--- config.mk ---
export PLATFORM = sky130hd
export DESIGN_NAME = nes_bus_sync
export DESIGN_NICKNAME = d
export VERILOG_FILES = /design/src/rtl/nes_bus_sync.sv
export SDC_FILE = /design/constraint.sdc
export NUM_CORES = 1
export LEC_CHECK = 0
export BUFFER_PORTS_ARGS = -buffer_cell sky130_fd_sc_hd__buf_2
export CAP_MARGIN = 20
export CELL_PAD_IN_SITES_DETAIL_PLACEMENT = 1
export CELL_PAD_IN_SITES_GLOBAL_PLACEMENT = 2
export CORE_UTILIZATION = 41
export DETAILED_ROUTE_END_ITERATION = 10
export PLACE_DENSITY_LB_ADDON = 0.1
export SETUP_SLACK_MARGIN = 0.02
export SLEW_MARGIN = 20
export SYNTH_ARGS = -nofsm -noshare
export SYNTH_HDL_FRONTEND = slang
export SYNTH_SLANG_ARGS = --single-unit
--- constraint.sdc ---
create_clock -name SYSCLK -period 3.2 [get_ports SYSCLK]
set_clock_uncertainty 0.05 [all_clocks]
set_input_delay 0 -clock SYSCLK [delete_from_list [all_inputs] [get_ports SYSCLK]]
set_output_delay 0 -clock SYSCLK [all_outputs]
set_load 0.03 [all_outputs]
--- src/rtl/nes_bus_sync.sv ---
`default_nettype none
// ============================================================================
// Module   : nes_bus_sync
// Purpose  : Synchronises the asynchronous CPU bus into SYSCLK, filters M2 and
//            frames each CPU cycle into one-clock read/write strobes.
// Revision : 1.0 - initial release
// ============================================================================
module nes_bus_sync #(
  parameter int SYNC_STAGES  = 2,
  parameter int FILT_LEN     = 2,
  parameter int STALL_CYCLES = 64
) (
  input  logic       SYSCLK,
  input  logic       nRST,
  input  logic       M2,
  input  logic       nROMSEL,
  input  logic [6:0] CPU_A,
  input  logic [7:0] CPU_D,
  input  logic       CPU_RW,
  output logic       BUS_ACTIVE,
  output logic       RD_STB,
  output logic       WR_STB,
  output logic [6:0] BUS_A,
  output logic       BUS_ROM,
  output logic [7:0] BUS_D,
  output logic       BUS_STALL
);

  localparam int SW     = 18;
  localparam int FCW    = $clog2(FILT_LEN + 1);
  localparam int SCW    = $clog2(STALL_CYCLES + 1);
  localparam int SETTLE = SYNC_STAGES + FILT_LEN;
  localparam int STW    = $clog2(SETTLE + 1);

  localparam logic [FCW-1:0] c_FILT_LAST  = FCW'(FILT_LEN - 1);
  localparam logic [SCW-1:0] c_STALL_LAST = SCW'(STALL_CYCLES - 1);
  localparam logic [SCW-1:0] c_STALL_MAX  = SCW'(STALL_CYCLES);
  localparam logic [STW-1:0] c_SETTLE     = STW'(SETTLE);

  typedef enum logic [1:0] {
    ST_INIT  = 2'd0,
    ST_IDLE  = 2'd1,
    ST_HIGH  = 2'd2,
    ST_STALL = 2'd3
  } state_t;

  logic [SYNC_STAGES-1:0][SW-1:0] r_sync;
  logic [SW-1:0]  w_pins;
  logic [SW-1:0]  w_sync;
  logic           w_m2_s;
  logic           w_romsel_n_s;
  logic           w_rw_s;
  logic [6:0]     w_a_s;
  logic [7:0]     w_d_s;

  logic [FCW-1:0] r_filt_cnt;
  logic           r_m2f;
  logic           r_m2f_d;
  logic           w_rise;
  logic           w_fall;

  state_t         r_state;
  state_t         w_state_nxt;
  logic [SCW-1:0] r_stall_cnt;
  logic [STW-1:0] r_settle_cnt;
  logic           r_rw;
  logic           r_rd_stb;
  logic           r_wr_stb;
  logic [6:0]     r_bus_a;
  logic           r_bus_rom;
  logic [7:0]     r_bus_d;
  logic           r_bus_stall;

  logic           w_enter;
  logic           w_rd_nxt;
  logic           w_wr_nxt;
  logic           w_stall_set;
  logic           w_d_cap;

  assign w_pins       = {M2, nROMSEL, CPU_RW, CPU_A, CPU_D};
  assign w_sync       = r_sync[SYNC_STAGES-1];
  assign w_m2_s       = w_sync[17];
  assign w_romsel_n_s = w_sync[16];
  assign w_rw_s       = w_sync[15];
  assign w_a_s        = w_sync[14:8];
  assign w_d_s        = w_sync[7:0];

  always_ff @(posedge SYSCLK or negedge nRST) begin
    if (!nRST) begin
      r_sync <= '0;
    end else begin
      r_sync <= {r_sync[SYNC_STAGES-2:0], w_pins};
    end
  end

  // M2f only follows the synced pin after FILT_LEN consecutive disagreeing samples
  always_ff @(posedge SYSCLK or negedge nRST) begin
    if (!nRST) begin
      r_filt_cnt <= '0;
      r_m2f      <= 1'b0;
      r_m2f_d    <= 1'b0;
    end else begin
      r_m2f_d <= r_m2f;
      if (w_m2_s != r_m2f) begin
        if (r_filt_cnt == c_FILT_LAST) begin
          r_m2f      <= ~r_m2f;
          r_filt_cnt <= '0;
        end else begin
          r_filt_cnt <= r_filt_cnt + 1'b1;
        end
      end else begin
        r_filt_cnt <= '0;
      end
    end
  end

  assign w_rise = r_m2f & ~r_m2f_d;
  assign w_fall = ~r_m2f & r_m2f_d;

  always_ff @(posedge SYSCLK or negedge nRST) begin
    if (!nRST) begin
      r_state <= ST_INIT;
    end else begin
      r_state <= w_state_nxt;
    end
  end

  always_comb begin
    w_state_nxt = r_state;
    w_enter     = 1'b0;
    w_rd_nxt    = 1'b0;
    w_wr_nxt    = 1'b0;
    w_stall_set = 1'b0;
    w_d_cap     = 1'b0;
    case (r_state)
      // Hold off until the sync/filter pipe has filled, so a cycle already
      // in flight at reset release is seen high and discarded.
      ST_INIT: begin
        if ((r_settle_cnt == c_SETTLE) && !r_m2f && !w_m2_s) begin
          w_state_nxt = ST_IDLE;
        end
      end
      ST_IDLE: begin
        if (w_rise) begin
          w_state_nxt = ST_HIGH;
          w_enter     = 1'b1;
          w_rd_nxt    = w_rw_s;
        end
      end
      ST_HIGH: begin
        if (w_fall) begin
          w_state_nxt = ST_IDLE;
          w_wr_nxt    = ~r_rw;
        end else begin
          w_d_cap = 1'b1;
          if (r_stall_cnt == c_STALL_LAST) begin
            w_state_nxt = ST_STALL;
            w_stall_set = 1'b1;
          end
        end
      end
      ST_STALL: begin
        if (w_fall) begin
          w_state_nxt = ST_IDLE;
        end
      end
      default: w_state_nxt = ST_INIT;
    endcase
  end

  always_ff @(posedge SYSCLK or negedge nRST) begin
    if (!nRST) begin
      r_settle_cnt <= '0;
      r_stall_cnt  <= '0;
      r_rw         <= 1'b0;
      r_rd_stb     <= 1'b0;
      r_wr_stb     <= 1'b0;
      r_bus_a      <= '0;
      r_bus_rom    <= 1'b0;
      r_bus_d      <= '0;
      r_bus_stall  <= 1'b0;
    end else begin
      r_rd_stb <= w_rd_nxt;
      r_wr_stb <= w_wr_nxt;
      if ((r_state == ST_INIT) && (r_settle_cnt != c_SETTLE)) begin
        r_settle_cnt <= r_settle_cnt + 1'b1;
      end
      if (w_enter) begin
        r_bus_a     <= w_a_s;
        r_bus_rom   <= ~w_romsel_n_s;
        r_rw        <= w_rw_s;
        r_stall_cnt <= '0;
        r_bus_stall <= 1'b0;
      end else if (((r_state == ST_HIGH) || (r_state == ST_STALL)) &&
                   (r_stall_cnt != c_STALL_MAX)) begin
        r_stall_cnt <= r_stall_cnt + 1'b1;
      end
      if (w_d_cap) begin
        r_bus_d <= w_d_s;
      end
      if (w_stall_set) begin
        r_bus_stall <= 1'b1;
      end
    end
  end

  assign BUS_ACTIVE = (r_state == ST_HIGH);
  assign RD_STB     = r_rd_stb;
  assign WR_STB     = r_wr_stb;
  assign BUS_A      = r_bus_a;
  assign BUS_ROM    = r_bus_rom;
  assign BUS_D      = r_bus_d;
  assign BUS_STALL  = r_bus_stall;

endmodule
`default_nettype wire

* Word level (Yosys, flattened, before mapping)
Index checks and enable logic that the tools add are counted.
** Word-level totals
- Output and inout bits :: 20
- Register bits after elaboration :: 72
- Logic and storage cells :: 72
** Operators by class
- Bitwise operators :: 6
- Reductions and logical operators :: 12
- Multiplexer cells :: 23
- Equal/unequal tests :: 13
- $add $sub $neg :: 3
** Operators by type and width (count)
- $mux W2 :: 7
- $mux W7 :: 2
- $mux W1 :: 13
- $pmux W2 S4 :: 1
- $add A7 B1 Y7 const B :: 1
- $eq A7 B6 Y1 const B :: 1
- $ne A7 B7 Y1 const B :: 1
- $ne A2 B2 Y1 const B :: 3
- $eq A2 B1 Y1 const B :: 2
- $eq A2 B2 Y1 const B :: 2
- $logic_and A1 B1 Y1 :: 4
- $not A1 Y1 :: 4
- $reduce_and A4 Y1 :: 1
- $reduce_bool A2 Y1 :: 2
- $add A3 B1 Y3 const B :: 1
- $eq A3 B3 Y1 const B :: 1
- $ne A3 B1 Y1 const B :: 1
- $ne A3 B3 Y1 const B :: 1
- $add A2 B1 Y2 const B :: 1
- $and A1 B1 Y1 :: 2
- $logic_not A1 Y1 :: 2
- $logic_not A2 Y1 :: 1
- $reduce_and A2 Y1 :: 1
- $logic_or A1 B1 Y1 :: 1
- $ne A1 B1 Y1 :: 1

* Longest topological paths before layout
Gate-level depths: netlist (run 1).
- Word-level depth :: 6
- Mapped depth :: 7

* Worst setup path after synthesis (run 1)
No wires, ideal clock.
- Path type :: reg2reg
- From :: register r_state[0]
- To :: register r_stall_cnt[3]
- Stages on the path, launching flop included :: 7
- Data arrival time :: 1.601 ns
- Clock period less this slack :: 1.771 ns
- Required time :: 3.030 ns
- Setup slack :: 1.429 ns
- Path through :: dfrtp_1 > inv_1 > ha_1 > nor2_1 > a31oi_2 > a21oi_1 > a31o_2
** Between the ends
- Word-level cells in the longest chain between the ends :: 4
** RTL lines
- start: declaration :: RTL line 62 : state_t r_state;
- start signal: assignment :: RTL line 124 : r_state <= w_state_nxt;
- $eq A2 B2 Y1
- via BUS_ACTIVE :: RTL line 20 : output logic BUS_ACTIVE,
- $logic_or A1 B1 Y1 :: RTL line 194 : end else if (((r_state == ST_HIGH) || (r_state == ST_STALL)) &&
- $logic_and A1 B1 Y1 :: RTL line 194
- $reduce_bool A2 Y1 (no source line)
- end signal: assignment :: RTL line 196 : r_stall_cnt <= r_stall_cnt + 1'b1;
- end: declaration :: RTL line 64 : logic [SCW-1:0] r_stall_cnt;
The timed path passes the listed nets, and every way through them passes these cells.
A chain may end at the register's enable or synchronous reset.

* Worst setup path in the final report (run 1)
- From :: register r_state[0]
- To :: register r_bus_d[2] (netlist: BUS_D[2])
** Between the ends
- Word-level cells in the longest chain between the ends :: 2
** RTL lines
- $eq A2 B2 Y1 :: RTL line 135 : case (r_state)
- $mux W1 :: RTL line 135
- end signal: assignment :: RTL line 199 : r_bus_d <= w_d_s;
- end: declaration :: RTL line 71 : logic [7:0] r_bus_d;
No other way between the ends.

==> flow_metrics.py, run 1 <==
metrics = {
    "pwr": {
        "p_clk_share_pct": 24.9,
        "leakagePower_uw": 0.00156,
        "power_density_nw_per_um2": 882,
        "pwr-share-seq_pct": 43.2,
        "combPwrFrac_pct": 31.9,
        "p_sw_share_pct": 36.1,
        "p_int_uw": 1810,
        "p_switching_uw": 1020,
        "ir_worst_vdd_uv": 496,
    },
    "die": {
        "dieWidth_um": 81.1,
        "placeableCoreArea_um2": 5990,
        "initial_core_util_pct": 42.8,
        "ios": 40,
        "std_cell_rows": 28,
        "die_y_um": 81.1,
        "dieArea_um2": 6570,
    },
    "synthesis": {
        "synth_top_area_cell": "dfrtp_1",
        "synth_area_um2": 2560,
        "ys_warn_count": 0,
        "synth_nets": 208,
        "synth_area_per_cell_um2": 14.3,
        "synth_edf_count": 0,
        "synth_seq_area_share_pct": 70.3,
        "synthArstFlopShare_pct": 100,
        "synth_ff_type": "dfrtp_1",
        "syn_inst": 179,
        "ys_seq_elements": 72,
        "synth_area_leaders": "dfrtp_1, mux2_4, ha_1",
        "synth.distinct_cells": 36,
        "netlist.area_leader.share_pct": 70.3,
    },
    "placed_design": {
        "dp_hpwl_um": 3190,
        "gp_congestion": 0.758,
        "dp_cells": 290,
        "port_buffers": 39,
    },
    "worst_hold_path": {
        "min_from": "nROMSEL",
        "hold_path_depth": 2,
        "hold_end": "r_sync[16]$_DFF_PN0_",
        "hold_path.class": "in2reg",
    },
    "clock_network": {
        "cts_tree": "yes",
        "clkSinkCount": 72,
        "cts_resized": 0,
        "clkLatencyLatePin_ps": 340,
        "numCtsBuffers": 9,
        "cts_buffer_depth": 2,
        "clock_tree.root_cell": "clkbuf_8",
        "cts-htree-levels": 3,
        "path_clk_slew_ps": 80,
    },
    "critical_path": {
        "cp.required_ps": 3380,
        "r2r_start": "r_state[0]$_DFFE_PN0P_",
        "end_kind": "flop",
        "r2r_cells": 4,
        "crit_path_start_kind": "flop",
        "timing.reg2reg.setup_slack_ps": 1330,
        "worstSetupPathType": "reg2reg",
        "reg2reg_to": "BUS_D[2]$_DFFE_PN0P_",
        "cp.arrival_ps": 2040,
        "worstPathMaxFanout": 10,
    },
    "drt": {
        "postRouteAntennaNets": 0,
        "vias_per_cell": 4.83,
        "routed_wl_um": 4950,
        "drt-wirelength-per-cell_um": 15.2,
        "first_iter_violations": 68,
        "drc": 0,
        "first_pass_iters": 4,
        "route.vias.total": 1571,
    },
    "run": {
        "maxCapViolations": 0,
    },
    "run_status": {
        "outcome": "finished, final reports clean",
    },
    "grt": {
        "grt_max_degree": 73,
        "grt_usage_pct": 18.0,
        "grt-ovfl-total": 0,
        "grt_pass1_vias": 1753,
        "grt_pass1_wl_um": 8470,
        "antenna_found_initial": 0,
    },
    "timing": {
        "timing.final.crit_share_pct": 58.3,
        "setup_viol": 0,
        "drv_slew": 0,
        "fmax_mhz": 536,
        "setup_tns_ps": 0,
        "worst_pin_slew_ps": 876,
        "hold_violations": 0,
        "slew_headroom_pct": 41.6,
        "min_period_ps": 1870,
        "rsz0062_at_grt": "false",
    },
    "final_layout": {
        "nets": 274,
        "stdcell_count": 325,
        "areaGrowthSynthToFinish_pct": 25.6,
        "final_common_cell": "dfrtp_1",
        "diodes": 0,
        "layout_common_cells": "dfrtp_1, buf_2, nand2_1",
        "nFillCells": 628,
        "drive_above_1_share_pct": 28.0,
    },
}
## worst max-delay path by stage
stage / start / slack (ps) / to / cells past startpoint
2_1_floorplan: r_state[0]$_DFFE_PN0P_ / 1430 / r_stall_cnt[3]$_DFFE_PN0P_ / 6
3_3_place_gp: r_state[0]$_DFFE_PN0P_ / 1450 / BUS_D[5]$_DFFE_PN0P_ / 4
3_5_place_dp: r_state[0]$_DFFE_PN0P_ / 1310 / BUS_D[6]$_DFFE_PN0P_ / 4
4_1_cts: r_state[0]$_DFFE_PN0P_ / 1310 / BUS_D[2]$_DFFE_PN0P_ / 4
5_1_grt: r_state[1]$_DFFE_PN0P_ / 1220 / r_stall_cnt[3]$_DFFE_PN0P_ / 5
6_report: r_state[0]$_DFFE_PN0P_ / 1330 / BUS_D[2]$_DFFE_PN0P_ / 4
## Yosys cell counts, drive strengths merged (2+ instances only)
master  number
o21ai        5
inv          7
buf          3
nand2       25
mux2i        3
nor3b        4
xnor2        4
ha           9
dfrtp       72
and2         3
a21oi        5
nor2         8
mux2         9
nand3b       2
a31oi        2
nor2b        2
## flip-flops by register name, indices dropped and copies added (netlist names), 2 cells and up
| register | flops |
|---|---|
| BUS_D | 8 |
| r_sync | 18 |
| w_sync | 18 |
| r_settle_cnt | 3 |
| BUS_A | 7 |
| r_filt_cnt | 2 |
| r_state | 2 |
| r_stall_cnt | 7 |
## logic make-up (layout without fill, tap and decap cells)
| logic type | Yosys count | after routing | synth area share, % |
|---|---|---|---|
| XOR/XNOR | 5 | 5 | 1.71 |
| AO/OA/AOI/OAI | 18 | 18 | 4.83 |
| multiplexers | 12 | 12 | 6.30 |
| AND/OR/NAND/NOR | 52 | 52 | 10.4 |
| buffers and inverters | 11 | 82 | 2.05 |
| flip-flops | 72 | 72 | 70.3 |
| adder cells (fa/ha/maj) | 9 | 9 | 4.39 |
## per-layer routing
layer	up-vias	wire length [um]	GRT usage [%]
li1	724	-	-
met1	809	2210	21.9
met2	31	2490	29.3
met3	7	183	5.84
met4	0	73	7.50
met5	-	0	0
## critical path: stages, from the launching register on
cell and delay (ps):
dfrtp_1 410, inv_1 120, ha_1 250, and2_1 560, mux2_4 360
## per-stage QoR
| step | utilization (%) | area [um^2] | power, uW | hold slack (ps) | worst slack, ps |
|---|---|---|---|---|---|
| floorplan | - | 2560 | 1880 | -346 | 1430 |
| global placement | 47.3 | 2830 | 2090 | 58.3 | 1450 |
| detailed placement | 47.3 | 2830 | 2140 | 59.4 | 1310 |
| CTS | 53.7 | 3220 | 2880 | 216 | 1310 |
| global route | 53.7 | 3220 | 3010 | 234 | 1220 |
| finish | 53.7 | 3220 | 2840 | 244 | 1330 |
## power by group through the flow
stage	Sequential [uW]	Clock [uW]	Combinational [uW]
final	1230	707	904
after global routing	1260	755	993
after CTS	1230	732	922
after detailed placement	1240	0	901
after global placement	1230	0	856
after floorplan	1410	0	466
## what timing repair did
| item | 4_1_cts | 5_1_grt |
|---|---|---|
| buffers inserted | 0 | 0 |
| endpoints found under the hold margin | 90 | 0 |
| hold buffers | 19 | 0 |
## layout make-up
class                      count  area, um^2  area share (%)
clock buffer                   9         124            3.85
timing repair buffer          59         393            12.2
clock inverter                 7        72.6            2.25
inverter                       7        26.3           0.816
multi-input combinational     96         708            22.0
sequential                    72        1800            56.0
tap                           75        93.8            2.91
(Power assumes the default switching activity.)
==> inputs of run 2 (changes only) <==
Settings changed: CORE_UTILIZATION 41 to 38.
Clock period 3.2 ns to 1.9 ns, I/O delays scaled along.
==> run 2 against run 1 <==
Compared with the run above:
- the run now ends with design-rule violations left
- combinational power rose by 71%
- routed wire length is 5.8% lower
- total power is 65% higher
- sequential power up 68%
==> flow_metrics.py, run 2 (same netlist as run 1, synthesis figures left out) <==
metrics = {
    "drt": {
        "first_iter_violations": 43,
        "drt-wirelength-per-cell_um": 14.1,
        "postRouteAntennaNets": 0,
        "routed_wl_um": 4660,
        "vias_per_cell": 4.70,
        "route.vias.total": 1551,
        "drc": 4,
        "first_pass_iters": 7,
    },
    "final_layout": {
        "diodes": 0,
        "layout_common_cells": "dfrtp_1, buf_2, nand2_1",
        "drive_above_1_share_pct": 28.9,
        "stdcell_count": 330,
        "areaGrowthSynthToFinish_pct": 26.4,
        "nets": 278,
        "final_common_cell": "dfrtp_1",
    },
    "critical_path": {
        "reg2reg_to": "r_stall_cnt[3]$_DFFE_PN0P_",
        "endpoint": "r_stall_cnt[3]$_DFFE_PN0P_",
        "crit_path_start_kind": "flop",
        "timing.reg2reg.setup_slack_ps": 190,
        "worstSetupStartpoint": "r_state[0]$_DFFE_PN0P_",
        "r2r_start": "r_state[0]$_DFFE_PN0P_",
        "worstPathMaxFanout": 6,
        "r2r_cells": 6,
        "worstSetupPathType": "reg2reg",
        "cp.required_ps": 2080,
        "end_kind": "flop",
        "cp.arrival_ps": 1890,
    },
    "pwr": {
        "leakagePower_uw": 0.00158,
        "combPwrFrac_pct": 33.2,
        "power_density_nw_per_um2": 1440,
        "pwr-share-seq_pct": 44.3,
        "p_sw_share_pct": 36.2,
        "p_switching_uw": 1690,
        "power_uw": 4680,
        "p_clk_share_pct": 22.6,
        "ir_worst_vdd_uv": 633,
        "p_int_uw": 2980,
    },
    "timing": {
        "setup_tns_ps": 0,
        "min_period_ps": 1710,
        "rsz0062_at_grt": "false",
        "slew_headroom_pct": 56.3,
        "setup_viol": 0,
        "timing.final.crit_share_pct": 90.1,
        "drv_slew": 0,
        "worst_slack_ps": 187,
        "worst_pin_slew_ps": 656,
        "hold_violations": 0,
        "fmax_mhz": 584,
    },
    "clock_network": {
        "postCtsSetupRepairBufs": 0,
        "hold_buffers": 19,
        "cts_tree": "yes",
        "cts_buffer_depth": 2,
        "path_clk_slew_ps": 80,
        "clkLatencyLatePin_ps": 340,
        "clkSinkCount": 72,
        "numCtsBuffers": 9,
        "cts-htree-levels": 3,
        "cts_resized": 0,
        "clock_tree.root_cell": "clkbuf_8",
    },
    "die": {
        "die_y_um": 84.1,
        "initial_core_util_pct": 39.9,
        "dieWidth_um": 84.1,
        "dieArea_um2": 7080,
        "ios": 40,
        "std_cell_rows": 29,
        "placeableCoreArea_um2": 6420,
    },
    "grt": {
        "antenna_found_initial": 0,
        "grt_usage_pct": 15.0,
        "grt_pass1_wl_um": 7990,
        "grt_max_degree": 46,
        "grt-ovfl-total": 0,
        "grt_pass1_vias": 1729,
    },
    "run_status": {
        "violations": "design-rule violations",
        "outcome": "finished, violations left",
    },
    "worst_hold_path": {
        "hold_path.class": "in2async",
    },
    "placed_design": {
        "dp_cells": 296,
        "dp_hpwl_um": 3250,
        "gp_congestion": 0.757,
        "place_ws_ps": 223,
        "port_buffers": 39,
    },
    "run": {
        "maxCapViolations": 0,
    },
}
## run 2: cell types whose count changed in the layout (fill, tap and decap cells not counted), sizes merged
| cell | previous run | this run |
|---|---|---|
| bufinv | 1 | 0 |
| clkbuf | 9 | 10 |
| inv | 7 | 8 |
| clkinvlp | 2 | 0 |
| buf | 40 | 44 |
## run 2: stage by stage
stage	instance area [um^2]	util [%]	hold WS [ps]
detailed placement	2880	44.8	17.5
floorplan	2560	-	-346
global placement	2880	44.8	-10.3
CTS	3240	50.4	182
finish	3240	50.4	167
global route	3240	50.4	221
## run 2: routing by layer
layer	up-vias	wire (um)	part of all wire (%)	global-route usage [%]
met2	36	2300	49	25.5
li1	728	-	-	-
met4	0	79	1.7	7.99
met3	8	166	3.6	3.46
met5	-	0	0	0
met1	779	2110	45	17.8
## run 2: area by class of cell
type                            count  area [um^2]
Fill cell                         661         3180
Sequential cell                    72         1800
Multi-Input combinational cell     96          708
Timing Repair Buffer               63          435
Clock buffer                       10          138
Tap cell                           77         96.3
Clock inverter                      5         32.5
Inverter                            7         26.3
## run 2: how the worst min path moves through the flow
stage                     start                           to  slack (ps)
after detailed placement   nRST  r_settle_cnt[0]$_DFFE_PN0P_          20
after global routing       nRST  r_settle_cnt[2]$_DFFE_PN0P_         220
after floorplan            nRST         BUS_A[0]$_DFFE_PN0P_        -350
final                      nRST  r_settle_cnt[0]$_DFFE_PN0P_         170
after CTS                  nRST  r_settle_cnt[0]$_DFFE_PN0P_         180
after global placement     nRST  r_settle_cnt[0]$_DFFE_PN0P_         -10
## run 2: critical path, cell delays in order (launching register included)
cell and delay [ps]:
dfrtp_1 420, inv_1 130, ha_1 240, nor2_1 130
a31oi_2 310, a21oi_1 110, a31o_2 230
## run 2: power by group through the flow
| stage | combinational, uW | clock (uW) | sequential (uW) |
|---|---|---|---|
| global placement | 1480 | 0 | 2080 |
| CTS | 1580 | 1100 | 2080 |
| finish | 1550 | 1060 | 2070 |
| global route | 1710 | 1150 | 2110 |
| floorplan | 785 | 0 | 2380 |
| detailed placement | 1550 | 0 | 2100 |
==> inputs of run 3 (changes only) <==
Settings changed: CORE_UTILIZATION 38 to 24, CTS_CLUSTER_SIZE set to 25.
==> run 3 against run 2 <==
Compared with the run above:
- the flow now finishes without violations
- global-route usage is 4.9 points lower
- register-to-register slack hardly changed
- hold slack worse by 98 ps
- first-iteration DRC count is 14% lower
- critical endpoint unchanged
- largest power group unchanged
==> flow_metrics.py, run 3 (same netlist as run 1, synthesis figures left out) <==
metrics = {
    "run_status": {
        "outcome": "finished, final reports clean",
    },
    "drt": {
        "postRouteAntennaNets": 0,
        "first_pass_iters": 3,
        "drc": 0,
        "route.vias.total": 1550,
        "first_iter_violations": 37,
        "vias_per_cell": 3.97,
        "routed_wl_um": 4880,
        "drt-wirelength-per-cell_um": 12.5,
    },
    "grt": {
        "grt_usage_pct": 10.1,
        "grt_max_degree": 46,
        "grt_pass1_wl_um": 8480,
        "antenna_found_initial": 0,
        "grt_pass1_vias": 1647,
        "grt-ovfl-total": 0,
    },
    "critical_path": {
        "cp.arrival_ps": 1880,
        "worstPathMaxFanout": 6,
        "cp.required_ps": 2080,
        "crit_buf_inv": 1,
        "cp_cell_sequence": "inv_1 > ha_1 > nor2_1 > a31oi_2 > a21oi_1 > a31o_2",
        "cpLargestDelayFamily": "compound AO/OA/AOI/OAI gates",
        "crit_slowest_cell": "dfrtp_1",
        "crit_path_start_kind": "flop",
        "cp_slowest_stage_delay_ps": 420,
        "worstSetupPathType": "reg2reg",
        "end_kind": "flop",
    },
    "placed_design": {
        "place_area_um2": 2970,
        "port_buffers": 39,
        "gp_congestion": 0.643,
        "dp_hpwl_um": 3130,
    },
    "pwr": {
        "power_density_nw_per_um2": 1500,
        "power_uw": 5090,
        "ir_worst_vdd_uv": 492,
        "p_clk_share_pct": 28.8,
        "p_int_uw": 3380,
        "p_switching_uw": 1720,
        "combPwrFrac_pct": 30.8,
        "p_sw_share_pct": 33.7,
        "pwr-share-seq_pct": 40.4,
        "leakagePower_uw": 0.00161,
    },
    "final_layout": {
        "drive_above_1_share_pct": 28.7,
        "final_util_pct": 32.9,
        "areaGrowthSynthToFinish_pct": 32.7,
        "layout_common_cells": "dfrtp_1, buf_2, nand2_1",
        "fin_area_um2": 3400,
        "nets": 278,
        "final_common_cell": "dfrtp_1",
        "diodes": 0,
    },
    "run": {
        "maxCapViolations": 0,
    },
    "timing": {
        "slew_headroom_pct": 73.3,
        "setup_tns_ps": 0,
        "min_period_ps": 1700,
        "timing.final.crit_share_pct": 89.6,
        "fmax_mhz": 587,
        "drv_slew": 0,
        "rsz0062_at_grt": "false",
        "setup_viol": 0,
        "worst_pin_slew_ps": 401,
        "hold_violations": 0,
    },
    "die": {
        "dieArea_um2": 11100,
        "die_y_um": 105,
        "ios": 40,
        "std_cell_rows": 37,
        "placeableCoreArea_um2": 10300,
        "dieWidth_um": 105,
        "initial_core_util_pct": 24.8,
    },
    "clock_network": {
        "cts_buffer_depth": 2,
        "clock_tree.root_cell": "clkbuf_8",
        "clkLatencyLatePin_ps": 340,
        "cts_tree": "yes",
        "path_clk_slew_ps": 80,
        "clkSinkCount": 72,
        "cts_resized": 0,
        "cts-htree-levels": 3,
        "postCtsSetupRepairBufs": 0,
        "numCtsBuffers": 9,
        "hold_buffers": 19,
    },
    "worst_hold_path": {
        "hold_path.class": "in2async",
    },
}
run 3: final timing paths:
check / end / cells after the start / start / slack, ps
setup / recovery: r_stall_cnt[3]$_DFFE_PN0P_ / 6 / r_state[0]$_DFFE_PN0P_ / 200
hold / removal: r_sync[16]$_DFF_PN0_ / 2 / nRST / 70
setup reg to reg: r_stall_cnt[3]$_DFFE_PN0P_ / 6 / r_state[0]$_DFFE_PN0P_ / 200
hold reg to reg: w_sync[17]$_DFF_PN0_ / 0 / r_sync[17]$_DFF_PN0_ / 300
max in group asynchronous: w_sync[15]$_DFF_PN0_ / 3 / nRST / 1160
min in group SYSCLK: r_sync[4]$_DFF_PN0_ / 2 / CPU_D[4] / 250
run 3: through the flow:
stage	hold WS, ps	worst slack (ps)	instances
2_1_floorplan	-346	129	179
3_3_place_gp	-85.9	229	355
3_5_place_dp	-83.9	172	355
4_1_cts	72.7	171	390
5_1_grt	110	36.0	390
6_report	68.8	198	390
run 3: cell type report:
cell class | instances | area, um^2
well taps | 136 | 170
clock inverters | 6 | 115
multi-input cells | 96 | 708
fillers | 1113 | 6920
clock buffers | 10 | 128
repair buffers | 63 | 450
flip-flops and latches | 72 | 1800
inverters | 7 | 26.3
run 3: routing by layer:
layer | track usage (%) | up-vias | wire length [um]
li1 | - | 731 | -
met1 | 13.2 | 778 | 2380
met2 | 15.2 | 30 | 2210
met3 | 3.09 | 11 | 190
met4 | 4.53 | 0 | 93
met5 | 0 | - | 0
run 3: power by group through the flow:
stage               Clock (uW)  Combinational (uW)  Sequential, uW
floorplan                    0                 785            2380
global placement             0                1560            2100
detailed placement           0                1570            2090
CTS                       1540                1600            2070
global route              1600                1740            2110
finish                    1470                1570            2060
